<file path="src/rtl/operand_bypass.sv">
// Operand bypass stage between the register-file read ports and the execute stage.
// The register file returns data one cycle after sampling the address, and that data
// does not include a write that commits on the same edge. This block records the most
// recent write and substitutes the newest value. Reads of r15 return the architectural
// PC (iaddr + PC_OFS). A saturating counter tallies substitutions for debug.
//
// Handshake: in_valid marks in1/in2 as a real read request. stall=1 means the execute
// stage is not accepting, so the captured request (address and valid) is held. A
// request is accepted on any posedge with stall=0, and its operands are presented one
// cycle later with op_valid=1.
module operand_bypass #(
  parameter int W      = 32,
  parameter int PC_OFS = 8,
  parameter int CNT_W  = 16
) (
  input  logic             clk,
  input  logic             reset,
  input  logic             in_valid,
  input  logic             stall,
  input  logic [3:0]       in1,
  input  logic [3:0]       in2,
  input  logic             we,
  input  logic [3:0]       wa,
  input  logic [W-1:0]     wd,
  input  logic [W-1:0]     rf_out1,
  input  logic [W-1:0]     rf_out2,
  input  logic [W-1:0]     iaddr,
  output logic [W-1:0]     op1,
  output logic [W-1:0]     op2,
  output logic             op_valid,
  output logic [CNT_W-1:0] fwd_count
);

  localparam logic [3:0]   PC_REG   = 4'd15;
  localparam logic [W-1:0] PC_OFS_W = W'(PC_OFS);

  logic [3:0]       r_a1;
  logic [3:0]       r_a2;
  logic             r_v;
  logic             r_h_we;
  logic [3:0]       r_h_wa;
  logic [W-1:0]     r_h_wd;
  logic [CNT_W-1:0] r_fwd_count;

  logic [W-1:0]     w_pc;
  logic [W-1:0]     w_op1;
  logic [W-1:0]     w_op2;
  logic             w_fwd1;
  logic             w_fwd2;
  logic [1:0]       w_inc;
  logic [CNT_W:0]   w_sum;
  logic [CNT_W-1:0] w_cnt_next;

  // Priority resolution for one port: PC, then current write, then history, then RF.
  // Bit W of the result flags that a write-history substitution was made.
  function automatic logic [W:0] resolve(
    input logic [3:0]   a,
    input logic [W-1:0] rf,
    input logic [W-1:0] pc,
    input logic         cur_we,
    input logic [3:0]   cur_wa,
    input logic [W-1:0] cur_wd,
    input logic         hist_we,
    input logic [3:0]   hist_wa,
    input logic [W-1:0] hist_wd
  );
    logic [W:0] res;
    res = {1'b0, rf};
    if (a == PC_REG) begin
      res = {1'b0, pc};
    end else if (cur_we && (cur_wa == a) && (cur_wa != PC_REG)) begin
      res = {1'b1, cur_wd};
    end else if (hist_we && (hist_wa == a)) begin
      res = {1'b1, hist_wd};
    end
    return res;
  endfunction

  // Capture the request (held while stalled) and record every edge's write.
  always_ff @(posedge clk or posedge reset) begin
    if (reset) begin
      r_a1   <= 4'd0;
      r_a2   <= 4'd0;
      r_v    <= 1'b0;
      r_h_we <= 1'b0;
      r_h_wa <= 4'd0;
      r_h_wd <= '0;
    end else begin
      if (!stall) begin
        r_a1 <= in1;
        r_a2 <= in2;
        r_v  <= in_valid;
      end
      // r15 writes belong to the PC module and are never replayed from history.
      r_h_we <= we & (wa != PC_REG);
      r_h_wa <= wa;
      r_h_wd <= wd;
    end
  end

  // Resolve both operands from the captured addresses.
  always_comb begin
    w_pc = iaddr + PC_OFS_W;
    {w_fwd1, w_op1} = resolve(r_a1, rf_out1, w_pc, we, wa, wd, r_h_we, r_h_wa, r_h_wd);
    {w_fwd2, w_op2} = resolve(r_a2, rf_out2, w_pc, we, wa, wd, r_h_we, r_h_wa, r_h_wd);
  end

  // Count substitutions on accepted operands; saturate instead of wrapping.
  always_comb begin
    w_inc = 2'd0;
    if (r_v && !stall) begin
      w_inc = {1'b0, w_fwd1} + {1'b0, w_fwd2};
    end
    w_sum      = {1'b0, r_fwd_count} + {{(CNT_W-1){1'b0}}, w_inc};
    w_cnt_next = w_sum[CNT_W] ? {CNT_W{1'b1}} : w_sum[CNT_W-1:0];
  end

  // Forward-event counter register.
  always_ff @(posedge clk or posedge reset) begin
    if (reset) begin
      r_fwd_count <= '0;
    end else begin
      r_fwd_count <= w_cnt_next;
    end
  end

  assign op1       = w_op1;
  assign op2       = w_op2;
  assign op_valid  = r_v;
  assign fwd_count = r_fwd_count;

endmodule

</file>
<file path="config.mk">
export PLATFORM = sky130hd
export DESIGN_NAME = operand_bypass
export DESIGN_NICKNAME = d
export VERILOG_FILES = /design/src/rtl/operand_bypass.sv
export SDC_FILE = /design/constraint.sdc
export NUM_CORES = 1
export LEC_CHECK = 0
export BUFFER_PORTS_ARGS = -buffer_cell sky130_fd_sc_hd__buf_2
export CAP_MARGIN = 20
export CORE_MARGIN = 2
export CORE_UTILIZATION = 45
export DETAILED_ROUTE_END_ITERATION = 10
export GPL_TIMING_DRIVEN = 0
export PLACE_DENSITY = 0.77
export SETUP_SLACK_MARGIN = 0.5
export SKIP_CTS_REPAIR_TIMING = 1
export SYNTH_ARGS = -nofsm -noshare
export SYNTH_HDL_FRONTEND = slang
export SYNTH_SLANG_ARGS = --single-unit
</file>
<file path="constraint.sdc">
create_clock -name clk -period 3.95 [get_ports clk]
set_clock_uncertainty 0.1 [all_clocks]
set_input_delay 0.395 -clock clk [delete_from_list [all_inputs] [get_ports clk]]
set_output_delay 0.395 -clock clk [all_outputs]
set_load 0.01 [all_outputs]
</file>
* Word level (Yosys, flattened, before mapping) *
Cells that the tools add are included.

storage, ports and cells
  register bits after elaboration = 62
  input port bits = 145
  output and inout bits = 81
  word-level logic and storage cells = 34

cells by class
  $add $sub $neg = 3
  eq/ne operators = 7
  mux-type cells = 8
  bitwise gates (word level) = 1
  reductions and logical operators = 8

operator list
  operator                 count
  $mux W33                 6
  $add A32 B4 Y32 const B  1
  $add A16 B2 Y17          1
  $eq A4 B4 Y1             4
  $mux W16                 1
  $eq A4 B4 Y1 const B     2
  $logic_and A1 B1 Y1      7
  $ne A4 B4 Y1 const B     1
  $add A1 B1 Y2            1
  $mux W2                  1
  $and A1 B1 Y1            1
  $logic_not A1 Y1         1

* Depth between registers and ports, before layout *
Gate-level depths: netlist of run 1.

  depth in word-level cells = 9
  gate-level depth with buffers = 18
  mapped depth without buffers = 16

* Least setup slack after synthesis of run 1 *
OpenSTA, ideal clock, no wires.

  path type = register to register
  from = register r_a1[0]
  to = register r_fwd_count[13] (netlist: fwd_count[13])
  setup time = 0.068 ns
  arrival = 3.257 ns
  required time = 3.782 ns
  path slack = 0.525 ns
  stages on the path, launching flop included = 18
  cells stage by stage = dfrtp_1 > xor2_1 > nor4_1 > and2_1 > buf_2 > nor2_1 > nor2_1 > ha_1 > and3b_1 > ha_1 > inv_1 > fa_1 > and4b_1 > nand4_1 > nor2_1 > nand3_1 > clkbuf_1 > nand2_1

on the way
  word-level cells in the longest chain between the ends = 9
  elaborated cells on any way between the ends = 13
  classes of those cells = 2 x add/sub; 3 x eq/ne; 5 x mux; 3 x reduce/logical

ends and longest elaborated chain
  what                                                    RTL line  source
  start, declared                                         37        logic [3:0] r_a1;
  start signal, assigned                                  90        r_a1 <= in1;
  $eq A4 B4 Y1, on equally long branches                  73, 71
  $logic_and A1 B1 Y1, on equally long branches           73, 71
  $mux W33 / $logic_and A1 B1 Y1 (equally long branches)  73, 71
  $mux W33                                                71        end else if (cur_we && (cur_wa == a) && (cur_wa != PC_REG)) begin
  $mux W33 *                                              69        if (a == PC_REG) begin
  $add A1 B1 Y2 *                                         112       w_inc = {1'b0, w_fwd1} + {1'b0, w_fwd2};
  $mux W2 *                                               111       if (r_v && !stall) begin
  $add A16 B2 Y17 *                                       114       w_sum = {1'b0, r_fwd_count} + {{(CNT_W-1){1'b0}}, w_inc};
  $mux W16 *                                              115       w_cnt_next = w_sum[CNT_W] ? {CNT_W{1'b1}} : w_sum[CNT_W-1:0];
  named net w_cnt_next[13]                                52        logic [CNT_W-1:0] w_cnt_next;
  end signal, assigned                                    123       r_fwd_count <= w_cnt_next;
  end, declared                                           43        logic [CNT_W-1:0] r_fwd_count;

Mark *: on every way through the listed nets, which the timed path passes. The rest lies on a longest branch.
A chain may end at the register's enable or synchronous reset.

* Final worst setup path of run 1 *
  from = register r_a2[0]
  to = register r_fwd_count[10] (netlist: fwd_count[10])

on the way
  word-level cells in the longest chain between the ends = 9
  elaborated cells on any way between the ends = 13
  classes of those cells = 2 x add/sub; 3 x eq/ne; 5 x mux; 3 x reduce/logical

ends and longest elaborated chain
  what                                                    RTL line  source
  start, declared                                         38        logic [3:0] r_a2;
  start signal, assigned                                  91        r_a2 <= in2;
  $eq A4 B4 Y1, on equally long branches                  73, 71
  $logic_and A1 B1 Y1, on equally long branches           73, 71
  $mux W33 / $logic_and A1 B1 Y1 (equally long branches)  73, 71
  $mux W33                                                71
  $mux W33 *                                              69
  $add A1 B1 Y2 *                                         112
  $mux W2 *                                               111
  $add A16 B2 Y17 *                                       114
  $mux W16 *                                              115
  named net w_cnt_next[10]                                52

Marked as above.

==> results.cfg, run 1 <==
[yosys]
seq_area_frac_synth_pct = 30.8
syn-cell-area_um2 = 5030
synth_flop_cell = dfrtp_1
avgSynthCellArea_um2 = 9.05
async_flop_share_pct = 100
synth-simple-area-share_pct = 19.8
muxShareOfSynthArea_pct = 13.2
synth_top_family_by_area = compound AO/OA/AOI/OAI gates
ys_ff_latch = 62
ys_types = 60
yosys.area_share.adder_pct = 1.39
synth_compound_area_share_pct = 22.6
netlist_instances = 556
synth-xor-area-share_pct = 6.62
yosys_warnings = 0
syn-num-nets = 706
synth-edff-count = 0

[route]
drt-pass1-iter-count = 5
viasPerCell = 6.10
wl_per_cell_um = 21.3
drc = 0
drt_iter0_markers = 583
dr_total_vias = 5845
wl_um = 20400
ant_nets = 0

[power_and_ir_drop]
vdd_drop_max_mv = 0.215
p_per_area_nw_per_um2 = 297
p_total_w = 0.00203
power.leakage_nw = 3.32

[sta]
setup_viol = 0
fmax_ghz = 0.276
holdWs_ns = -0.0319
max_slew_margin_pct = 53.1
setup_slack_ns = 0.332
finalHoldViolations = 19
post-route-min-period_ns = 3.62
rsz0062_at_grt = true
worst_pin_slew_ns = 0.703
drv_slew = 0
period_share_pct = 91.6

[clock_network]
cts.sinks = 62
cts_htree_levels = 3
cts_buffers = 9
clock_latency_ns = 0.36
tritoncts = built
clock-root-buffer = clkbuf_8
clk_pin_slew_ns = 0.08
cts_buffer_depth = 2

[worst_setup_path]
crit_buf_inv = 3
cp-start-kind = flop
endpoint_kind = flop
cp_max_fo = 10
critPathTopFamily = simple AND/OR/NAND/NOR gates
crit_arrival_ns = 3.77
crit_path_max_incr_delay_ns = 0.45
worst-endpoint-required_ns = 4.11
crit_type = flop to flop
crit_chain = xor2_1 > nor3_2 > nand3_4 > buf_4 > a21oi_4 > ha_1 > and3b_1 > ha_2 > inv_2 > fa_2 > and4b_2 > buf_4 > and3_4 > nand2_1 > xor2_1 > nand2_2
reg2reg_slack_ns = 0.33
critPathSlowestCell = dfrtp_1

[grt]
grt-ovfl-total = 0
antenna_found_initial = 1
grt_pass1_vias = 5370
grt.total_usage_pct = 32.3
grt_pass1_wl_um = 29100
grt_max_degree = 44

[outcome]
status = finished, violations left
violations = hold timing

[placement]
place_area_um2 = 6350
place_inst = 921
place_ws_ns = -0.198
dp_hpwl_um = 15400
port_buffers = 224
gp_congestion = 0.917

[floorplanning]
die_width_um = 110
die_h_um = 110
start_util_pct = 46.2
rows = 38
design.die.area_um2 = 12000
io_pins = 226
core_um2 = 10900

[finish]
stdcell_area_um2 = 6830
layout_commonest_cell = buf_2
num-nets-final = 959
syn2layout_area_growth_pct = 35.8
stdcell_count = 958
final_layout_size_suffix_gt1_share_pct = 41.2
layout_common_cells = buf_2 (230), dfrtp_1 (56), mux2i_1 (55)

[run]
drv_cap = 0

[min_path]
min_path_type = input port to asynchronous set/reset pin
where the power goes:
group          internal (W)  switching [W]
combinational      0.000301       0.000386
sequential         0.000683      0.0000510
clock              0.000300       0.000310
total               0.00128       0.000746
through the flow:
step / utilization, % / setup TNS [ns]
6_report: 62.7 / 0
3_3_place_gp: 58.1 / -1.37
2_1_floorplan: - / 0
5_1_grt: 62.7 / 0
3_5_place_dp: 58.3 / -1.74
4_1_cts: 60.2 / -1.91
cells by family after synthesis:
| kind of cell | Yosys count |
|---|---|
| adders and majority gates | 5 |
| xor gates and xnor gates | 38 |
| buffers and inverters | 61 |
| muxes | 65 |
| DFF | 62 |
| and+or+nand+nor | 173 |
| AOI/OAI and AO/OA | 152 |
path summary, 6_finish.rpt:
kind                                          from                      end  cells past startpoint
min in group clk                             wd[4]      r_h_wd[4]$_DFF_PP0_                      1
max                            r_a2[0]$_DFFE_PP0N_  fwd_count[10]$_DFF_PP0_                     16
min                                          reset     r_h_wd[22]$_DFF_PP0_                      2
min reg2reg                fwd_count[12]$_DFF_PP0_  fwd_count[12]$_DFF_PP0_                      1
max reg2reg                    r_a2[0]$_DFFE_PP0N_  fwd_count[10]$_DFF_PP0_                     16
max in group asynchronous                    reset      r_a2[3]$_DFFE_PP0N_                      3
worst register-to-register path, delay by kind of cell, from the launching register on:
family	cells	cell delay, ns
flops	1	0.45
compound gates	1	0.15
buf+inv	3	0.41
simple gates	7	1.33
fa+ha+maj	3	0.74
xor+xnor	2	0.36
sequential cells by signal, indices dropped and copies added (netlist names):
| signal | flops |
|---|---|
| fwd_count | 16 |
| op_valid | 1 |
| r_a1 | 4 |
| r_a2 | 4 |
| r_h_wa | 4 |
| r_h_wd | 32 |
| r_h_we | 1 |
layout make-up:
type	instances	area, um^2
Antenna cell	4	10.0
Buffer	39	251
Clock buffer	9	124
Clock inverter	7	80.1
Fill cell	996	4060
Inverter	22	82.6
Multi-Input combinational cell	433	3280
Sequential cell	62	1560
Tap cell	140	175
Timing Repair Buffer	242	1270
synthesized netlist by cell type, drive strengths merged, types with 2 or more instances:
| library cell | number | share of area (%) |
|---|---|---|
| a211o | 8 | 1.4 |
| a211oi | 18 | 3.5 |
| a21oi | 18 | 1.8 |
| a221oi | 22 | 4.3 |
| a31oi | 12 | 1.5 |
| and2 | 5 | 0.62 |
| and3 | 28 | 3.5 |
| and4 | 8 | 1.4 |
| buf | 15 | 2.2 |
| clkbuf | 24 | 1.8 |
| dfrtp | 62 | 31 |
| ha | 4 | 1.0 |
| inv | 22 | 1.6 |
| mux2 | 10 | 2.2 |
| mux2i | 55 | 11 |
| nand2 | 35 | 2.6 |
| nand2b | 13 | 1.6 |
| nand3 | 16 | 1.7 |
| nand3b | 2 | 0.30 |
| nand4 | 13 | 1.9 |
| nor2 | 33 | 2.5 |
| nor3 | 4 | 0.50 |
| nor4 | 8 | 1.8 |
| o21a | 8 | 1.2 |
| o21ai | 22 | 2.2 |
| o22ai | 20 | 2.5 |
| o2bb2ai | 7 | 1.2 |
| o32ai | 8 | 1.4 |
| or2 | 2 | 0.25 |
| xnor2 | 23 | 4.0 |
| xor2 | 15 | 2.6 |
layer usage:
| metal | vias up | track usage (%) | wire length (um) |
|---|---|---|---|
| met5 | - | 0 | 0 |
| met4 | 0 | 13.1 | 465 |
| met2 | 366 | 53.2 | 9950 |
| li1 | 2622 | - | - |
| met1 | 2816 | 40.4 | 8030 |
| met3 | 41 | 8.00 | 1930 |
Note: power is estimated with default switching activity, not from simulation.
==> inputs of run 2 (changes only) <==
CORE_UTILIZATION = 48   (was 45)
PLACE_DENSITY = 0.81   (was 0.77)
SETUP_SLACK_MARGIN = unset   (was 0.5)
==> results.cfg, run 2 (synthesis gave the netlist of run 1 again) <==
[floorplanning]
core_um2 = 10200
rows = 37
io_pins = 226
die_width_um = 106
die_h_um = 106
start_util_pct = 49.2
design.die.area_um2 = 11300

[clock_network]
cts_htree_levels = 3
cts_buffer_depth = 2
cts_buffers = 9
cts.sinks = 62
clk_pin_slew_ns = 0.09
clock_latency_ns = 0.36
tritoncts = built
clock-root-buffer = clkbuf_8

[sta]
worst_pin_slew_ns = 0.686
setup_viol = 0
post-route-min-period_ns = 3.80
tns_ns = 0
fmax_ghz = 0.263
period_share_pct = 96.3
rsz0062_at_grt = false
max_slew_margin_pct = 54.2
drv_slew = 0
finalHoldViolations = 0

[outcome]
status = completed

[route]
drc = 0
drt-pass1-iter-count = 5
drt_iter0_markers = 615
ant_nets = 0
viasPerCell = 6.16
wl_um = 19200
dr_total_vias = 5745
wl_per_cell_um = 20.6

[placement]
place_inst = 917
gp_congestion = 0.979
place_area_um2 = 6340
dp_hpwl_um = 15000
port_buffers = 224

[finish]
largest_reg_flops = 32
stdcell_count = 933
syn2layout_area_growth_pct = 30.6
layout_commonest_cell = buf_2
layout_common_cells = buf_2 (231), dfrtp_1 (60), mux2i_1 (55)
fillers = 876
stdcell_area_um2 = 6570
largest_register = r_h_wd
diodes = 0
num-nets-final = 942
final_layout_size_suffix_gt1_share_pct = 37.4

[worst_setup_path]
timing.rr.start = r_a1[2]$_DFFE_PP0N_
cp_max_fo = 10
endpoint_kind = flop
crit_arrival_ns = 3.99
cp-start-kind = flop
reg2reg_depth = 17
crit_type = flop to flop
worst-endpoint-required_ns = 4.14
startpoint = r_a1[2]$_DFFE_PP0N_

[grt]
grt_max_degree = 43
antenna_found_initial = 0
grt_pass1_vias = 5670
grt-ovfl-total = 0
grt_pass1_wl_um = 29100
grt.total_usage_pct = 33.2

[min_path]
min_from = wd[2]
min_path_type = input port to flop
holdPathStages = 1

[run]
drv_cap = 0

[power_and_ir_drop]
power.leakage_nw = 3.19
p_per_area_nw_per_um2 = 296
vdd_drop_max_mv = 0.215
==> run 2: changes by cell type in the layout (fill, tap and decap cells not counted), sizes merged <==
cell / change
buf: -20
bufinv: -1
clkbuf: +2
clkinv: -1
clkinvlp: +2
diode: -4
dlygate4sd3: +1
==> run 2: per-stage QoR <==
stage / util [%] / setup slack, ns / hold slack (ns) / total power (W)
global placement: 61.8 / -0.135 / 0.415 / 0.00137
floorplan: - / 0.525 / 0.326 / 0.00109
CTS: 63.8 / -0.325 / -0.0240 / 0.00193
finish: 64.2 / 0.147 / 0.0665 / 0.00194
detailed placement: 62.0 / -0.257 / 0.365 / 0.00140
global route: 64.2 / 0.00625 / 0.0566 / 0.00204
==> run 2: path summary, 6_finish.rpt <==
| path | to | slack (ns) |
|---|---|---|
| worst max-delay path | fwd_count[13]$_DFF_PP0_ | 0.15 |
| max in group asynchronous | r_a1[2]$_DFFE_PP0N_ | 2.57 |
| worst min-delay path | r_h_wd[2]$_DFF_PP0_ | 0.07 |
| worst max register to register | fwd_count[13]$_DFF_PP0_ | 0.15 |
| worst min register to register | fwd_count[11]$_DFF_PP0_ | 0.44 |
| min in group asynchronous | r_h_wd[14]$_DFF_PP0_ | 0.53 |
==> run 2: where the power goes <==
part / switching (W) / internal (W) / total, W
sequential: 0.0000498 / 0.000682 / 0.000732
clock: 0.000308 / 0.000235 / 0.000543
combinational: 0.000379 / 0.000289 / 0.000667
==> run 2: cell type report <==
cell class / count / area, um^2 / area share (%)
timing repair buffer: 227 / 1160 / 17.6
buffer: 37 / 201 / 3.07
clock buffer: 9 / 124 / 1.89
sequential: 62 / 1550 / 23.7
tap: 136 / 170 / 2.59
inverter: 22 / 82.6 / 1.26
clock inverter: 7 / 57.6 / 0.876
multi-input combinational: 433 / 3220 / 49.0
==> run 2: worst max-delay path, cell delays in order (launching register included) <==
cell and delay, ns:
dfrtp_2 0.45, xor2_1 0.18, nor4_2 0.40, and2_4 0.24, clkbuf_4 0.21, nor2_1 0.06, nor2_1 0.10, ha_1 0.15
and3b_1 0.17, ha_1 0.16, inv_1 0.06, fa_1 0.41, and4b_2 0.36, nand4_1 0.14, nor2_2 0.18, nand3_2 0.13
buf_4 0.20, nand2_1 0.07
==> run 2: metal layers <==
metal,global-route usage (%),wire [um],vias up
met5,0,0,-
met4,15.9,691,0
met3,7.79,1770,55
met2,52.9,8990,341
met1,42.2,7790,2759
li1,-,-,2590
==> inputs of run 3 (changes only) <==
MAX_ROUTING_LAYER = met4   (was unset)
==> results.cfg, run 3 (synthesis gave the netlist of run 1 again) <==
[outcome]
status = finished, violations left
violations = hold timing

[run]
drv_cap = 0

[route]
drt_iter0_markers = 673
drt-pass1-iter-count = 5
wl_um = 19700
drt-met1-wl_um = 7970
wl_met2_um = 9310
wl_per_cell_um = 21.1
drc = 0
viasPerCell = 6.13
ant_nets = 0
dr_total_vias = 5735
top_layer = met4
wl_met3_um = 1930

[floorplanning]
core_um2 = 10200
start_util_pct = 49.2
die_h_um = 106
die_width_um = 106
design.die.area_um2 = 11300
rows = 37
io_pins = 226

[worst_setup_path]
startpoint = r_a2[2]$_DFFE_PP0N_
cp-start-kind = flop
worst-endpoint-required_ns = 4.15
timing.rr.start = r_a2[2]$_DFFE_PP0N_
reg2reg_to = fwd_count[6]$_DFF_PP0_
crit_arrival_ns = 3.94
crit_top_cell = ha_1
reg2reg_slack_ns = 0.21
reg2reg_depth = 16
endpoint_kind = flop
crit_type = flop to flop
crit_path_max_incr_delay_ns = 0.48
cp-endpoint = fwd_count[6]$_DFF_PP0_
crit_chain = xor2_1 > nor3_2 > nand3_2 > buf_2 > a21oi_1 > ha_1 > and3b_1 > ha_1 > inv_1 > fa_1 > and4b_2 > nand4_1 > nor2_2 > nand3_1 > buf_4 > nand2_1
cp_max_fo = 10
critPathSlowestCell = dfrtp_1

[grt]
antenna_found_initial = 2
grt_max_degree = 41
grt.total_usage_pct = 35.5
grt-ovfl-total = 0
grt_pass1_vias = 5725
grt_pass1_wl_um = 29900

[power_and_ir_drop]
cellInternalPower_w = 0.00120
switchingPower_w = 0.000745
power.share.clock_pct = 28.4
vdd_drop_max_mv = 0.240
p_per_area_nw_per_um2 = 297
power_frac_seq_pct = 37.5
p_total_w = 0.00195
power.leakage_nw = 3.20
power_frac_comb_pct = 34.2
p_sw_share_pct = 38.2

[sta]
holdWs_ns = -0.0167
worst_pin_slew_ns = 0.664
setup_viol = 0
drv_slew = 0
finalHoldViolations = 13
period_share_pct = 94.6
max_slew_margin_pct = 55.7
rsz0062_at_grt = false
post-route-min-period_ns = 3.74
tns_ns = 0
fmax_ghz = 0.268

[clock_network]
cts_htree_levels = 3
cts.sinks = 62
cts_buffer_depth = 2
tritoncts = built
cts_buffers = 9
clock_latency_ns = 0.37
clock-root-buffer = clkbuf_8
clk_pin_slew_ns = 0.09

[finish]
layout_commonest_cell = buf_2
syn2layout_area_growth_pct = 30.3
largest_reg_flops = 32
largest_register = r_h_wd
layout_common_cells = buf_2 (232), dfrtp_1 (61), mux2i_1 (55)
num-nets-final = 942
fin_util_pct = 64.1
final_layout_size_suffix_gt1_share_pct = 37.3

[min_path]
min_path_type = input port to asynchronous set/reset pin

[placement]
gp_congestion = 0.934
dp_hpwl_um = 15300
port_buffers = 224
run 3: cell count changes in the layout (fill, tap and decap cells not counted):
| cell | previous run | this run |
|---|---|---|
| clkbuf_4 | 2 | 1 |
| nand3_1 | 14 | 15 |
| buf_2 | 231 | 232 |
| nand3_4 | 1 | 0 |
| dfrtp_2 | 2 | 1 |
| clkinv_2 | 0 | 1 |
| clkinv_4 | 1 | 2 |
| clkinvlp_4 | 3 | 1 |
| dlygate4sd3_1 | 1 | 0 |
| dfrtp_1 | 60 | 61 |
| diode_2 | 0 | 3 |
| buf_4 | 2 | 3 |
run 3: final cells by class:
cell class | instances | area (um^2)
clock buffers | 9 | 124
flip-flops and latches | 62 | 1550
repair buffers | 227 | 1160
fillers | 899 | 3670
clock inverters | 7 | 56.3
diodes | 3 | 7.51
plain buffers | 37 | 199
multi-input cells | 433 | 3210
inverters | 22 | 82.6
well taps | 136 | 170
run 3: how the worst min path moves through the flow:
stage                           startpoint                     end  slack, ns  cells after the start
floorplan                            wa[0]     r_h_wa[0]$_DFF_PP0_       0.33                      0
global placement    fwd_count[7]$_DFF_PP0_  fwd_count[7]$_DFF_PP0_       0.42                      2
detailed placement                   reset    r_h_wd[13]$_DFF_PP0_       0.38                      2
CTS                                  reset    r_h_wd[13]$_DFF_PP0_      -0.01                      2
global route                         reset    r_h_wd[22]$_DFF_PP0_      0.006                      2
finish                               reset    r_h_wd[13]$_DFF_PP0_      -0.02                      2
run 3: power by group through the flow:
| stage | logic [W] | registers, W | clock network [W] |
|---|---|---|---|
| 6_report | 0.000666 | 0.000730 | 0.000553 |
| 3_3_place_gp | 0.000640 | 0.000736 | 0 |
| 4_1_cts | 0.000659 | 0.000728 | 0.000555 |
| 2_1_floorplan | 0.000348 | 0.000740 | 0 |
| 3_5_place_dp | 0.000656 | 0.000741 | 0 |
| 5_1_grt | 0.000721 | 0.000739 | 0.000582 |
run 3: layer usage:
metal  GRT usage (%)  up-vias
met2            55.6      379
met4            14.7        0
met1            44.8     2731
met3            7.17       38
li1                -     2587
met5               -        -
run 3: per-stage QoR:
stage,instances,cell area [um^2],hold WS [ns],setup slack [ns]
after floorplan,556,5030,0.326,0.525
after global placement,916,6320,0.416,-0.121
after detailed placement,917,6340,0.383,-0.168
after CTS,933,6520,-0.0149,-0.203
after global routing,935,6550,0.00649,0.00220
final,936,6560,-0.0167,0.212
run 3: worst max-delay path, delay by kind of cell, from the launching register on:
family,cells,cell delay (ns)
and+or+nand+nor,8,1.18
adders and majority gates,3,0.88
buffers and inverters,3,0.63
DFF,1,0.48
xor gates and xnor gates,1,0.24
AOI/OAI and AO/OA,1,0.13
